$ cat src/rtl/alu_seq_pkg.sv
// rtl/alu_seq_pkg.sv - shared types and constants for the ALU sequencer
package alu_seq_pkg;

  localparam int WIDTH_DEF = 16;

  // 74181 select for A plus B when M=0 and no carry-in is applied
  localparam logic [3:0] ALU_S_ADD = 4'b1001;

  typedef enum logic [1:0] {
    OP_RAW = 2'd0,
    OP_MUL = 2'd1
  } op_e;

  typedef enum logic [1:0] {
    ST_IDLE = 2'd0,
    ST_RAW  = 2'd1,
    ST_MUL  = 2'd2,
    ST_DONE = 2'd3
  } state_e;

endpackage

$ cat src/rtl/alu_sequencer.sv
// rtl/alu_sequencer.sv - multi-cycle controller for a 74181-style ALU (optional flags: ALU_SEQ_FLAGS_EN)
module alu_sequencer
  import alu_seq_pkg::*;
#(
  parameter int WIDTH     = WIDTH_DEF,
  parameter int MUL_ITERS = WIDTH
) (
  input  logic                 clk,
  input  logic                 rst_n,
  input  logic                 req_valid,
  output logic                 req_ready,
  input  logic [1:0]           req_op,
  input  logic [3:0]           req_s,
  input  logic                 req_m,
  input  logic [WIDTH-1:0]     req_a,
  input  logic [WIDTH-1:0]     req_b,
  output logic [3:0]           alu_s,
  output logic                 alu_m,
  output logic [WIDTH-1:0]     alu_a,
  output logic [WIDTH-1:0]     alu_b,
  input  logic [WIDTH-1:0]     alu_y,
  input  logic                 alu_co,
  output logic                 rsp_valid,
  input  logic                 rsp_ready,
`ifdef ALU_SEQ_FLAGS_EN
  output logic                 rsp_zero,
  output logic                 rsp_neg,
`endif
  output logic [2*WIDTH-1:0]   rsp_data,
  output logic                 rsp_carry
);

  localparam int CW = $clog2(MUL_ITERS);

  state_e               state_q, state_d;
  logic [3:0]           s_q, s_d;
  logic                 m_q, m_d;
  logic [WIDTH-1:0]     a_q, a_d;          // RAW operand A / MUL multiplicand
  logic [WIDTH-1:0]     b_q, b_d;          // RAW operand B / MUL low accumulator
  logic [WIDTH-1:0]     acc_hi_q, acc_hi_d;
  logic [CW-1:0]        cnt_q, cnt_d;
  logic [2*WIDTH-1:0]   rsp_data_q, rsp_data_d;
  logic                 rsp_carry_q, rsp_carry_d;
  // Last values driven onto the ALU, replayed while IDLE or DONE
  logic [3:0]           hold_s_q;
  logic                 hold_m_q;
  logic [WIDTH-1:0]     hold_a_q, hold_b_q;
  logic [3:0]           drv_s;
  logic                 drv_m;
  logic [WIDTH-1:0]     drv_a, drv_b;
`ifdef ALU_SEQ_FLAGS_EN
  logic                 zero_q, zero_d, neg_q, neg_d;
`endif

  // Next-state, datapath update and ALU drive selection
  always_comb begin
    state_d     = state_q;
    s_d         = s_q;
    m_d         = m_q;
    a_d         = a_q;
    b_d         = b_q;
    acc_hi_d    = acc_hi_q;
    cnt_d       = cnt_q;
    rsp_data_d  = rsp_data_q;
    rsp_carry_d = rsp_carry_q;
    drv_s       = hold_s_q;
    drv_m       = hold_m_q;
    drv_a       = hold_a_q;
    drv_b       = hold_b_q;
`ifdef ALU_SEQ_FLAGS_EN
    zero_d      = zero_q;
    neg_d       = neg_q;
`endif
    case (state_q)
      ST_IDLE: begin
        if (req_valid) begin
          s_d      = req_s;
          m_d      = req_m;
          a_d      = req_a;
          b_d      = req_b;
          acc_hi_d = '0;
          cnt_d    = '0;
          state_d  = (req_op == OP_MUL) ? ST_MUL : ST_RAW;
        end
      end
      ST_RAW: begin
        drv_s       = s_q;
        drv_m       = m_q;
        drv_a       = a_q;
        drv_b       = b_q;
        rsp_data_d  = {{WIDTH{1'b0}}, alu_y};
        rsp_carry_d = alu_co;
`ifdef ALU_SEQ_FLAGS_EN
        zero_d      = (alu_y == '0);
        neg_d       = alu_y[WIDTH-1];
`endif
        state_d     = ST_DONE;
      end
      ST_MUL: begin
        // Shift-add step: add multiplicand when the current multiplier bit is set
        drv_s    = ALU_S_ADD;
        drv_m    = 1'b0;
        drv_a    = acc_hi_q;
        drv_b    = b_q[0] ? a_q : '0;
        acc_hi_d = {alu_co, alu_y[WIDTH-1:1]};
        b_d      = {alu_y[0], b_q[WIDTH-1:1]};
        cnt_d    = cnt_q + CW'(1);
        if (cnt_q == CW'(MUL_ITERS - 1)) begin
          rsp_data_d  = {acc_hi_d, b_d};
          rsp_carry_d = 1'b0;
`ifdef ALU_SEQ_FLAGS_EN
          zero_d      = ({acc_hi_d, b_d} == '0);
          neg_d       = acc_hi_d[WIDTH-1];
`endif
          state_d     = ST_DONE;
        end
      end
      ST_DONE: begin
        if (rsp_ready) state_d = ST_IDLE;
      end
      default: state_d = ST_IDLE;
    endcase
  end

  // State and datapath registers
  always_ff @(posedge clk or negedge rst_n) begin
    if (!rst_n) begin
      state_q     <= ST_IDLE;
      s_q         <= '0;
      m_q         <= 1'b0;
      a_q         <= '0;
      b_q         <= '0;
      acc_hi_q    <= '0;
      cnt_q       <= '0;
      rsp_data_q  <= '0;
      rsp_carry_q <= 1'b0;
      hold_s_q    <= '0;
      hold_m_q    <= 1'b0;
      hold_a_q    <= '0;
      hold_b_q    <= '0;
    end else begin
      state_q     <= state_d;
      s_q         <= s_d;
      m_q         <= m_d;
      a_q         <= a_d;
      b_q         <= b_d;
      acc_hi_q    <= acc_hi_d;
      cnt_q       <= cnt_d;
      rsp_data_q  <= rsp_data_d;
      rsp_carry_q <= rsp_carry_d;
      hold_s_q    <= drv_s;
      hold_m_q    <= drv_m;
      hold_a_q    <= drv_a;
      hold_b_q    <= drv_b;
    end
  end

`ifdef ALU_SEQ_FLAGS_EN
  // Result flags, captured together with rsp_data
  always_ff @(posedge clk or negedge rst_n) begin
    if (!rst_n) begin
      zero_q <= 1'b0;
      neg_q  <= 1'b0;
    end else begin
      zero_q <= zero_d;
      neg_q  <= neg_d;
    end
  end

  assign rsp_zero = zero_q;
  assign rsp_neg  = neg_q;
`endif

  assign req_ready = rst_n && (state_q == ST_IDLE);
  assign rsp_valid = (state_q == ST_DONE);
  assign rsp_data  = rsp_data_q;
  assign rsp_carry = rsp_carry_q;
  assign alu_s     = drv_s;
  assign alu_m     = drv_m;
  assign alu_a     = drv_a;
  assign alu_b     = drv_b;

endmodule

$ cat config.mk
export PLATFORM = sky130hd
export DESIGN_NAME = alu_sequencer
export DESIGN_NICKNAME = d
export VERILOG_FILES = /design/src/rtl/alu_seq_pkg.sv /design/src/rtl/alu_sequencer.sv
export SDC_FILE = /design/constraint.sdc
export NUM_CORES = 1
export LEC_CHECK = 0
export BUFFER_PORTS_ARGS = -buffer_cell sky130_fd_sc_hd__buf_2
export CAP_MARGIN = 20
export CORE_UTILIZATION = 54
export DETAILED_ROUTE_END_ITERATION = 6
export PLACE_DENSITY = 0.85
export SYNTH_ARGS = -nofsm -noshare
export SYNTH_HDL_FRONTEND = slang
export SYNTH_SLANG_ARGS = --single-unit
$ cat constraint.sdc
create_clock -name clk -period 2.3 [get_ports clk]
set_input_delay 0.46 -clock clk [delete_from_list [all_inputs] [get_ports clk]]
set_output_delay 0.46 -clock clk [all_outputs]
set_load 0.01 [all_outputs]
==> flow_summary_export.csv <==
group,metric,value,unit
critical_path,required,1.84,ns
cells_and_area,layout_commonest_cell,"dfrtp_1",
place,place_inst,749,
logic_synthesis,synth_seq_area_share,0.549,
timing,finalMaxSlewViolations,0,
routing,top_layer,"met4",
routing,drt_iter0_drc,622,
power,leakage,3.86,nW
critical_path,reg2reg_to,"b_q[10]",
routing,finalWirelength,20400,um
floorplanning,io_pins,132,
place,gp_congestion,0.833,
clock_network,h-tree-depth,4,
clock_network,clock-sinks,129,
global_routing,grt_max_degree,130,
power,peakVddDrop,1260,uV
floorplanning,dieArea,11300,um^2
cells_and_area,nets,743,
routing,drt_pass1_iterations,5,
global_routing,grt_pass1_wl,28000,um
clock_network,clock_path_buffers,2,
critical_path,worstSetupPathType,"register to primary output",
run_status,run_status,"finished with violations",
run_status,violations,"negative setup slack",
critical_path,ff2ff_path_depth,8,
floorplanning,start_util,0.564,
routing,detail_route.drc_violations,0,
global_routing,grt_usage,0.333,
timing,finalHoldViolCount,0,
clock_network,clock_latency,0.53,ns
global_routing,antenna_found_initial,0,
logic_synthesis,synth_cell_type_count,36,
logic_synthesis,yosysTopAreaCell,"dfrtp_1",
routing,wl_met1,7880,um
power,power.switching,6.86,mW
cells_and_area,area_growth,39.9,%
cells_and_area,postLayoutCoreUtil,0.789,
routing,drtAntennaViolNets,0,
place,place_hpwl,10400,um
timing,setup_violations,37,
routing,wl_met3,1910,um
routing,wl_met2,9830,um
cells_and_area,antennaDiodeCount,0,
cells_and_area,n_fill_cell,533,
cells_and_area,seqCellArea,3230,um^2
routing,routed_via_density,6.43,
hold_path,min_path_type,"input pin to asynchronous set/reset pin",
timing,setup_ws,-0.280,ns
logic_synthesis,syn_area_per_cell,11.7,um^2
power,pwr-share-clk,0.163,
global_routing,overflow,0,
global_routing,grt_pass1_vias,5107,
critical_path,cp-startpoint,"state_q[0]",
logic_synthesis,syn-cell-area,5880,um^2
critical_path,endpoint_kind,"primary output",
clock_network,clk_transition_reported_paths,0.06,ns
timing,relSlewSlack,0.522,
cells_and_area,fin_cells,825,
power,power_frac_seq,0.250,
cells_and_area,final_cell_mix,"dfrtp_1 (129), buf_2 (124), mux2_2 (56)",
timing,fmax,388,MHz
power,power.total,17.1,mW
timing,grt_setup_unrepaired,"yes",
logic_synthesis,syn_inst,501,
logic_synthesis,yosysTopAreaCellShare,0.549,
critical_path,r2r-start,"state_q[0]",
clock_network,hold_buffers,0,
clock_network,cts-root-buf,"clkbuf_8",
power,internal_power,10.2,mW
floorplanning,die_w,106,um
clock_network,cts_inserted_buffers,17,
job,max_cap_viol_count,0,
critical_path,critPathMaxFanout,15,
place,portBuffers,131,
cells_and_area,multiInputGateArea,2650,um^2
power,p_comb_frac,0.587,
logic_synthesis,synth_seq_cells,129,
routing,vias,5301,
routing,wl_per_cell,24.7,um
critical_path,crit_path_end,"alu_b[2]",
floorplanning,core-area,10400,um^2
timing,fin_crit_sh,1.12,
logic_synthesis,ys_top_cells_by_area,"dfrtp_1 (55%), mux2_2 (11%), o22ai_1 (3.2%)",
timing,min_period,2.58,ns
cells_and_area,drive_above_1_share,0.512,
clock_network,cts_tree,"built",
logic_synthesis,synth_fp_nets,567,
floorplanning,placementRows,37,
critical_path,crit_arrival,2.12,ns
logic_synthesis,yosysWarnings,0,
power,power_density,2080,nW/um^2
power,p_sw_frac,0.402,
timing,tightest_slew,0.717,ns
timing,finClkSkew,0.00821,ns
critical_path,rrSetupSlack,0.18,ns
floorplanning,die_y,106,um
critical_path,crit_path_start_kind,"register",
==> worst min path at each step <==
stage / from / to
floorplan: rst_n / a_q[0]
global placement: rsp_data[15] / rsp_data[15]
detailed placement: acc_hi_q[6] / acc_hi_q[6]
CTS: rst_n / hold_s_q[0]
global route: rst_n / m_q
finish: rst_n / hold_b_q[2]
==> per-layer routing <==
layer  GRT usage  vias to the layer above
met3      0.0687                       75
met1       0.441                     2653
met4       0.148                        0
met2       0.530                      409
li1            -                     2164
met5           0                        -
==> stage by stage <==
stage / TNS [ns] / worst slack [ns] / cell area (um^2) / hold WS, ns
3_5_place_dp: -0.273 / -0.0483 / 6700 / 0.482
5_1_grt: -9.33 / -0.336 / 8220 / 0.136
4_1_cts: -4.87 / -0.211 / 7880 / 0.114
6_report: -7.40 / -0.280 / 8220 / 0.0521
3_3_place_gp: 0 / 0.0800 / 6700 / 0.468
2_1_floorplan: 0 / 0.253 / 5880 / 0.164
==> cell usage after synthesis <==
library cell,n
a22oi_1,16
nor2b_1,1
nand3_2,1
mux2_2,56
a31o_2,1
o21ai_1,3
mux2i_2,1
mux2i_1,18
nand3_1,1
xnor2_1,1
buf_6,4
buf_4,5
o22ai_1,30
and2_1,2
dfrtp_1,129
ha_1,6
a21oi_4,1
nor2_1,19
inv_1,21
nand2b_1,4
clkbuf_1,15
a21oi_1,37
buf_1,2
a22o_1,4
o21ai_0,20
o2bb2ai_1,1
a221o_1,15
o31ai_1,1
nand3b_1,4
a221oi_2,1
o221ai_1,1
nand2_1,39
mux2_4,12
mux2_1,1
and3_1,16
buf_2,12
==> cell type report <==
class / count / share of cell area
flip-flops and latches: 129 / 0.393
inverters: 21 / 0.0102
multi-input cells: 313 / 0.323
well taps: 136 / 0.0207
repair buffers: 195 / 0.179
clock inverters: 9 / 0.0157
clock buffers: 22 / 0.0587
==> registers in the layout, summed over array words and instances, names as in the netlist, 4 cells and up <==
signal    cells
a_q          16
acc_hi_q     16
b_q          16
cnt_q         4
hold_a_q     16
hold_b_q     16
hold_s_q      4
rsp_data     32
s_q           4
==> power by group through the flow <==
stage	clock, mW	sequential (mW)	combinational, mW
3_5_place_dp	0	4.10	6.42
6_report	2.78	4.26	10.0
5_1_grt	2.88	4.32	10.4
3_3_place_gp	0	4.05	6.18
2_1_floorplan	0	3.96	4.33
4_1_cts	2.76	4.11	8.37
==> kinds of logic after synthesis <==
logic type,share of synthesized area
fa+ha+maj,0.0128
simple gates,0.0692
mux,0.173
xor+xnor,0.00149
flops,0.549
buf+inv,0.0485
compound gates,0.146
==> repair_timing <==
item	4_1_cts	5_1_grt
pin swaps	5	8
setup buffers	20	18
setup endpoints to repair	38	37
gates resized for setup	64	34
cloned	6	2
==> critical path: stages, from the launching register on <==
cell	delay (ns)
dfrtp_1	0.40
inv_2	0.10
buf_4	0.17
ha_4	0.20
and3_4	0.34
a221o_1	0.24
buf_2	0.15
Power figures use the tool's default switching activity.
